===== config.mk =====
export PLATFORM = sky130hd
export DESIGN_NAME = strb_upsize_mask_accum
export DESIGN_NICKNAME = d
export VERILOG_FILES = /design/src/rtl/strb_upsize_mask_accum.sv
export SDC_FILE = /design/constraint.sdc
export NUM_CORES = 1
export LEC_CHECK = 0
export ABC_AREA = 1
export BUFFER_PORTS_ARGS = -buffer_cell sky130_fd_sc_hd__buf_4
export CELL_PAD_IN_SITES_DETAIL_PLACEMENT = 0
export CELL_PAD_IN_SITES_GLOBAL_PLACEMENT = 1
export CORE_MARGIN = 3
export CORE_UTILIZATION = 29
export DETAILED_ROUTE_END_ITERATION = 8
export PLACE_DENSITY_LB_ADDON = 0.1
export SYNTH_ARGS = -nofsm -noshare
export SYNTH_HDL_FRONTEND = slang
export SYNTH_SLANG_ARGS = --single-unit

===== constraint.sdc =====
create_clock -name ACLK -period 2.15 [get_ports ACLK]
set_input_delay 0.3225 -clock ACLK [delete_from_list [all_inputs] [get_ports ACLK]]
set_output_delay 0.3225 -clock ACLK [all_outputs]
set_load 0.02 [all_outputs]

===== src/rtl/strb_upsize_mask_accum.sv =====
// Write-strobe upsizer: steers narrow strobe beats into their byte-lane slot
// of a wide bus, OR-accumulates them into one wide strobe word, and emits the
// word with its per-bit expanded data mask through a registered valid/ready
// output stage.
module strb_upsize_mask_accum #(
  parameter int DATA_WIDTH_IN  = 32,
  parameter int DATA_WIDTH_OUT = 64,
  localparam int SIN   = DATA_WIDTH_IN / 8,
  localparam int SOUT  = DATA_WIDTH_OUT / 8,
  localparam int OFS_W = (SOUT > 1) ? $clog2(SOUT) : 1
) (
  input  logic                      ACLK,
  input  logic                      sysReset,
  input  logic                      in_valid,
  output logic                      in_ready,
  input  logic [SIN-1:0]            in_strb,
  input  logic [OFS_W-1:0]          in_addr_lo,
  input  logic                      in_last,
  output logic                      out_valid,
  input  logic                      out_ready,
  output logic [SOUT-1:0]           out_strb,
  output logic [DATA_WIDTH_OUT-1:0] out_mask_bit,
  output logic                      out_last
);

  localparam int RATIO = DATA_WIDTH_OUT / DATA_WIDTH_IN;
  localparam int LO_W  = $clog2(SIN);
  localparam logic [OFS_W-1:0] LAST_SLOT = OFS_W'(RATIO - 1);

  // Replicate every byte strobe across the eight data bits it qualifies.
  function automatic logic [DATA_WIDTH_OUT-1:0] expand_mask(input logic [SOUT-1:0] strb);
    logic [DATA_WIDTH_OUT-1:0] mask;
    mask = {DATA_WIDTH_OUT{1'b0}};
    for (int i = 0; i < SOUT; i++) begin
      mask[8*i +: 8] = {8{strb[i]}};
    end
    return mask;
  endfunction

  logic [SOUT-1:0]  acc_r;
  logic [OFS_W-1:0] slot_s;
  logic [SOUT-1:0]  lane_base_s;
  logic [SOUT-1:0]  lane_strb_s;
  logic [SOUT-1:0]  merged_s;
  logic             accept_s;
  logic             closing_s;

  // Upstream may push whenever the output register is empty or draining.
  assign in_ready = ~sysReset & (~out_valid | out_ready);
  assign accept_s = in_valid & in_ready;

  // Slot index from the address bits above the narrow-beat byte offset.
  always_comb begin
    slot_s = {OFS_W{1'b0}};
    if (RATIO == 1) begin
      slot_s = {OFS_W{1'b0}};
    end else begin
      slot_s = in_addr_lo >> LO_W;
    end
  end

  // Steer the narrow strobes to their lane and merge with the partial word.
  always_comb begin
    lane_base_s = {SOUT{1'b0}};
    lane_base_s[SIN-1:0] = in_strb;
    lane_strb_s = lane_base_s << (slot_s * SIN);
    merged_s    = acc_r | lane_strb_s;
    closing_s   = (slot_s == LAST_SLOT) | in_last;
  end

  // Accumulator and registered output stage.
  always_ff @(posedge ACLK) begin
    if (sysReset) begin
      acc_r        <= {SOUT{1'b0}};
      out_valid    <= 1'b0;
      out_strb     <= {SOUT{1'b0}};
      out_mask_bit <= {DATA_WIDTH_OUT{1'b0}};
      out_last     <= 1'b0;
    end else if (accept_s && closing_s) begin
      // A closing beat loads the new word even while the old one drains.
      acc_r        <= {SOUT{1'b0}};
      out_valid    <= 1'b1;
      out_strb     <= merged_s;
      out_mask_bit <= expand_mask(merged_s);
      out_last     <= in_last;
    end else begin
      if (accept_s) begin
        acc_r <= merged_s;
      end else begin
        acc_r <= acc_r;
      end
      if (out_valid && out_ready) begin
        out_valid <= 1'b0;
      end else begin
        out_valid <= out_valid;
      end
    end
  end

endmodule

# Yosys cells after proc, flatten, opt, wreduce, memory -nomap -nowiden
# Cells that the tools add are included.
word_totals:
  reg_bits: 75
  in_bits: 12
  elab_cells: 19
classes:
  shift: 1
  mux: 2
  bitwise: 7
  reduce_logical: 4
op_table:
  columns: ["operator", "count"]
  rows:
  - ["OR 8 bit", 1]
  - ["<< shifter 4 x 3 -> 8 bit", 1]
  - ["AND 1 bit", 2]
  - ["logical AND 1 bit", 2]
  - ["2-to-1 mux 1 bit", 2]
  - ["NOT 1 bit", 2]
  - ["OR 1 bit", 2]
  - ["nonzero test 2 bit", 1]
  - ["OR reduction 2 bit", 1]

# Logic depth before layout (Yosys ltp)
# Gate-level depths: netlist of run 1.
logic_depth:
  depth_word: 6
  depth_mapped: 6
  ltp_nobuf: 6

# Worst setup path after synthesis of run 1
# Ideal clock, no wire load.
synth_timing:
  kind: "reg-to-reg"
  from: "register out_valid"
  to: "register out_last"
  setup_time_ns: 0.121
  t_arrival_ns: 0.981
  required_ns: 2.029
  path_slack_ns: 1.048
  stages_incl_launch_ff: 6
  n_path_buf: 1
  synth_period_minus_slack_ns: 1.102
  cell_sequence: "dfxtp_1 > nand2_1 > nand4_4 > buf_6 > nand3_1 > o21ai_0"
synth_via:
  elab_chain_len: 5
synth_rtl:
  columns: ["element", "line", "text"]
  rows:
  - ["start, declared", "19", "output logic out_valid,"]
  - ["start signal, assigned", "95", "out_valid <= out_valid;"]
  - ["NOT 1 bit", "49", "assign in_ready = ~sysReset & (~out_valid | out_ready);"]
  - ["OR 1 bit", "49", null]
  - ["AND 1 bit", "49", null]
  - ["AND 1 bit", "50", "assign accept_s = in_valid & in_ready;"]
  - ["logical AND 1 bit", "79", "end else if (accept_s && closing_s) begin"]
  - ["end signal, assigned", "85", "out_last <= in_last;"]
  - ["end, declared", "23", "output logic out_last"]
# Every way passes these cells.
# A chain may end at the register's enable or synchronous reset.

# Worst setup path after layout of run 1
layout_timing:
  from: "register out_valid"
  to: "register acc_r[6]"
layout_via:
  elab_chain_len: 6
layout_rtl:
  columns: ["element", "line", "text"]
  rows:
  - ["NOT 1 bit (*)", "49", null]
  - ["OR 1 bit (*)", "49", null]
  - ["AND 1 bit (*)", "49", null]
  - ["AND 1 bit (*)", "50", null]
  - ["logical AND 1 bit", "79", null]
  - ["OR reduction 2 bit (no line)", null, null]
  - ["end signal, assigned", "81", "acc_r <= {SOUT{1'b0}};"]
  - ["end signal, assigned", "88", "acc_r <= merged_s;"]
  - ["end signal, assigned", "90", "acc_r <= acc_r;"]
  - ["end, declared", "40", "logic [SOUT-1:0] acc_r;"]
# Mark *: on every way between the ends. The rest lies on a longest branch, timed or not.

==> flow_metrics.py, run 1 <==
metrics = {
    "setup_path": {
        "start_kind": "flip-flop",
        "crit_required_ps": 2290,
        "end_kind": "flip-flop",
        "path_max_fanout": 19,
        "critPathArrivalTime_ps": 1460,
        "worst-setup-path-type": "flip-flop to flip-flop",
    },
    "final_layout": {
        "syn2layout_area_growth_pct": 20.2,
        "final_common_cell": "buf_4",
        "drive_gt1_share_pct": 44.7,
        "final_core_util_pct": 37.1,
        "finalInstanceArea_um2": 1530,
        "fin_nets": 221,
        "mostFrequentLayoutCells": "buf_4 (85), nor2_1 (40), nand2_1 (34)",
        "antenna_cells": 0,
    },
    "sta": {
        "max_freq_ghz": 0.756,
        "period_needed_ps": 1320,
        "hold_viol_final": 0,
        "fin_tns_setup_ps": 0,
        "setup_viol": 0,
        "slew_headroom_pct": 79.1,
        "tightest_slew_ps": 312,
        "period_share_pct": 61.5,
        "skew_ps": 1.70,
        "rsz0062_at_grt": "no",
        "drv_slew": 0,
        "timing.final.ws_setup_ps": 828,
    },
    "place": {
        "dpl.hpwl_um": 1980,
        "port_buffers": 84,
        "gp_congestion": 0.700,
        "placed_area_um2": 1470,
        "place_ws_ps": 676,
    },
    "power_and_ir_drop": {
        "p_leak_uw": 0.000879,
        "power_density_nw_per_um2": 650,
        "fin_total_pwr_uw": 993,
        "peakVddDrop_mv": 0.212,
    },
    "floorplan": {
        "start_util_pct": 30.9,
        "fp-row-count": 23,
        "ios": 87,
        "die_h_um": 72.2,
        "die-area_um2": 5210,
        "coreArea_um2": 4120,
        "dieWidth_um": 72.2,
    },
    "detailed_routing": {
        "route.detailed.drc": 0,
        "wirelength_um": 2620,
        "ant_nets": 0,
        "vias": 986,
        "initialDrtViolationCount": 18,
        "wl_per_cell_um": 10.1,
        "viasPerCell": 3.82,
        "dr.pass1.iters": 4,
    },
    "global_route": {
        "grt_remaining_overflow": 0,
        "groute.usage.overall_pct": 9.42,
        "first_global_vias": 812,
        "grt_pass1_wl_um": 3900,
        "antenna_found_initial": 0,
        "grt_max_degree": 20,
    },
    "clock_network": {
        "cts_tree": "done",
        "cts_buffers": 3,
        "cts.sinks": 18,
        "cts_setup_buffers": 0,
        "clockBufferDepth": 2,
        "htreeDepth": 1,
        "cts_root_buffer": "clkbuf_8",
        "ctsResizeCount": 0,
        "ctsHoldBuffers": 0,
        "insertion_delay_ps": 250,
        "path_clk_slew_ps": 70,
    },
    "synthesis": {
        "synth.area.top_cells": "buf_4 (38%), dfxtp_1 (28%), nor2_1 (12%)",
        "synth_cell_type_count": 13,
        "netlist_area_um2": 1270,
        "synth.top_cell.area_share_pct": 38.4,
        "ys_seq_area_share_pct": 28.4,
        "syn_nets": 197,
        "syn_inst": 185,
        "avgSynthCellArea_um2": 6.86,
        "ys_warn_count": 0,
        "yosys_register_bits": 18,
        "synth_largest_area_cell": "buf_4",
    },
    "run": {
        "maxCapViolCount": 0,
    },
    "status": {
        "status": "completed",
    },
    "min_path": {
        "hold_class": "primary input to flip-flop",
    },
}
[routing by layer]
layer  GRT usage, %  wire [µm]
met2           15.3       1270
met1           12.0       1110
met5              0          0
met4           3.76         23
met3           2.22        210
[cell type report]
type	count	area, µm²
Fill cell	447	2590
Clock buffer	4	55.1
Inverter	20	75.1
Tap cell	50	62.6
Multi-Input combinational cell	81	335
Timing Repair Buffer	85	638
Sequential cell	18	360
[cells in the mapped netlist]
cell     number
buf_4        65
nor2_1       40
nand2_1      34
inv_1        19
dfxtp_1      18
a21oi_1       2
buf_6         1
inv_2         1
nand2_2       1
nand3_1       1
nand3_2       1
nand4_4       1
o21ai_0       1
[logic make-up after synthesis]
family	after synthesis	synth area share, %
flops	18	28.4
simple gates	78	25.2
buf+inv	86	45.2
compound gates	3	1.18
[registers in the layout, indices dropped and copies added, names as in the netlist]
name       count
acc_r          8
out_strb       8
out_last       1
out_valid      1
[power by group]
group / internal [µW] / leakage, µW / total (µW) / switching (µW)
Combinational: 139 / 0.000703 / 337 / 198
Clock: 163 / 0.0000288 / 280 / 117
Sequential: 350 / 0.000147 / 376 / 25.7
[worst paths after layout]
path | start | cells after the start | endpoint | slack, ps
setup / recovery | out_valid$_SDFFE_PP0P_ | 4 | acc_r[6]$_SDFFE_PP0P_ | 830
hold / removal | sysReset | 2 | out_valid$_SDFFE_PP0P_ | 230
setup reg to reg | out_valid$_SDFFE_PP0P_ | 4 | acc_r[6]$_SDFFE_PP0P_ | 830
hold reg to reg | acc_r[7]$_SDFFE_PP0P_ | 2 | acc_r[7]$_SDFFE_PP0P_ | 470
[critical path, cell delays in order, from the launching register on]
cell     delay [ps]
dfxtp_1         320
nand2_1         150
nand4_4         300
nand2_1         350
nor2_1           90
[stage by stage]
stage	hold slack [ps]	instances
after detailed placement	458	254
after global routing	228	258
final	233	258
after floorplan	392	185
after global placement	447	254
after CTS	228	258
No activity file was read; power rests on OpenSTA's default activity.
==> run 2: changes to the inputs <==
CORE_UTILIZATION = 27   (was 29)
clock period = 1.35 ns   (was 2.15 ns; I/O delays follow)
==> run 2 against run 1 <==
Clock power increased by 37%. Routed wire length increased by 0.92%. Combinational power increased by 62%. Flip-flop and latch count unchanged. Final area increased by 0.74%. Final cell count increased by 1.6%. Hold slack got worse by 110 ps. First-iteration DRC count increased by 72%. Critical endpoint is now out_mask_bit[50]. Largest power group unchanged.
==> flow_metrics.py, run 2 (same netlist as run 1, synthesis figures left out) <==
metrics = {
    "sta": {
        "holdWs_ps": 119,
        "max_freq_ghz": 0.865,
        "drv_slew": 0,
        "fin_tns_setup_ps": 0,
        "slew_headroom_pct": 76.8,
        "skew_ps": 2.96,
        "timing.final.ws_setup_ps": 194,
        "tightest_slew_ps": 347,
        "setup_viol": 0,
        "period_share_pct": 85.7,
        "period_needed_ps": 1160,
        "hold_viol_final": 0,
        "rsz0062_at_grt": "no",
    },
    "detailed_routing": {
        "wirelength_um": 2640,
        "route.detailed.drc": 0,
        "dr.pass1.iters": 4,
        "viasPerCell": 3.77,
        "ant_nets": 0,
        "wl_per_cell_um": 10.1,
        "vias": 988,
        "initialDrtViolationCount": 31,
    },
    "setup_path": {
        "worst_path_max_delay_cell": "dfxtp_1",
        "path_buf_inv": 1,
        "crit_required_ps": 1150,
        "max_stage_delay_ps": 500,
        "worst-setup-path-type": "flip-flop to output port",
        "start_kind": "flip-flop",
        "worstPathCellList": "buf_4",
        "end_kind": "output port",
        "r2r_cells": 4,
        "cp.depth": 1,
        "critPathTopFamily": "flip-flops",
        "path_max_fanout": 10,
        "critPathArrivalTime_ps": 950,
    },
    "floorplan": {
        "fp-row-count": 24,
        "die-area_um2": 5560,
        "dieWidth_um": 74.6,
        "start_util_pct": 28.6,
        "die_h_um": 74.6,
        "ios": 87,
        "coreArea_um2": 4440,
    },
    "min_path": {
        "hold_class": "primary input to flip-flop",
        "hold-path-cell-count": 2,
    },
    "place": {
        "dpl.hpwl_um": 2010,
        "place_ws_ps": 227,
        "port_buffers": 84,
        "gp_congestion": 0.721,
    },
    "status": {
        "status": "completed",
    },
    "power_and_ir_drop": {
        "p_leak_uw": 0.000885,
        "power_density_nw_per_um2": 993,
        "peakVddDrop_mv": 0.350,
    },
    "clock_network": {
        "cts_tree": "done",
        "cts.sinks": 18,
        "cts_buffers": 3,
        "ctsHoldBuffers": 0,
        "cts_setup_buffers": 0,
        "clockBufferDepth": 2,
        "ctsResizeCount": 0,
        "cts_root_buffer": "clkbuf_8",
        "insertion_delay_ps": 250,
        "path_clk_slew_ps": 70,
        "htreeDepth": 1,
    },
    "final_layout": {
        "final_common_cell": "buf_4",
        "antenna_cells": 0,
        "reg_top3": "acc_r x8, out_strb x8",
        "fin_nets": 224,
        "syn2layout_area_growth_pct": 21.1,
        "mostFrequentLayoutCells": "buf_4 (88), nor2_1 (40), nand2_1 (34)",
        "final_core_util_pct": 34.6,
        "drive_gt1_share_pct": 45.2,
    },
    "global_route": {
        "groute.usage.overall_pct": 8.80,
        "grt_pass1_wl_um": 3700,
        "grt_max_degree": 11,
        "grt_remaining_overflow": 0,
        "antenna_found_initial": 0,
        "first_global_vias": 782,
    },
    "run": {
        "maxCapViolCount": 0,
    },
}
run 2: where the power goes:
| part | leakage, µW | internal [µW] | total, µW | switching, µW |
|---|---|---|---|---|
| Sequential | 0.000147 | 557 | 598 | 41.0 |
| Clock | 0.0000216 | 198 | 383 | 185 |
| Combinational | 0.000717 | 228 | 545 | 317 |
run 2: cell type report:
cell class / instances / area (µm²)
timing repair buffer: 88 / 661
tap: 52 / 65.1
clock buffer: 3 / 41.3
sequential: 18 / 360
multi-input combinational: 81 / 335
inverter: 20 / 75.1
fill: 500 / 2910
run 2: worst reg2reg max path, cell delays in order, from the launching register on:
cell	delay, ps
dfxtp_1	320
nand2_1	150
nand4_4	120
nand2_1	290
nor2_1	90
run 2: path summary, 6_finish.rpt:
check	slack, ps	end	start
worst min-delay path	120	out_valid$_SDFFE_PP0P_	sysReset
worst max-delay path	190	out_mask_bit[50]	out_strb[6]$_SDFFE_PP0P_
worst max register to register	260	acc_r[1]$_SDFFE_PP0P_	out_valid$_SDFFE_PP0P_
worst min register to register	470	acc_r[4]$_SDFFE_PP0P_	acc_r[4]$_SDFFE_PP0P_
run 2: per-stage QoR:
step / total power, µW / instances / cell area, µm²
6_report: 1530 / 262 / 1540
5_1_grt: 1610 / 262 / 1540
4_1_cts: 1550 / 262 / 1540
3_5_place_dp: 1160 / 259 / 1500
3_3_place_gp: 1160 / 259 / 1500
2_1_floorplan: 1060 / 185 / 1270
run 2: layer usage:
layer	up-vias	global-route usage (%)	share of wire, %
li1	529	-	-
met5	-	0	0
met3	2	1.89	8.0
met1	409	11.4	44
met4	0	3.56	0.61
met2	48	14.1	48
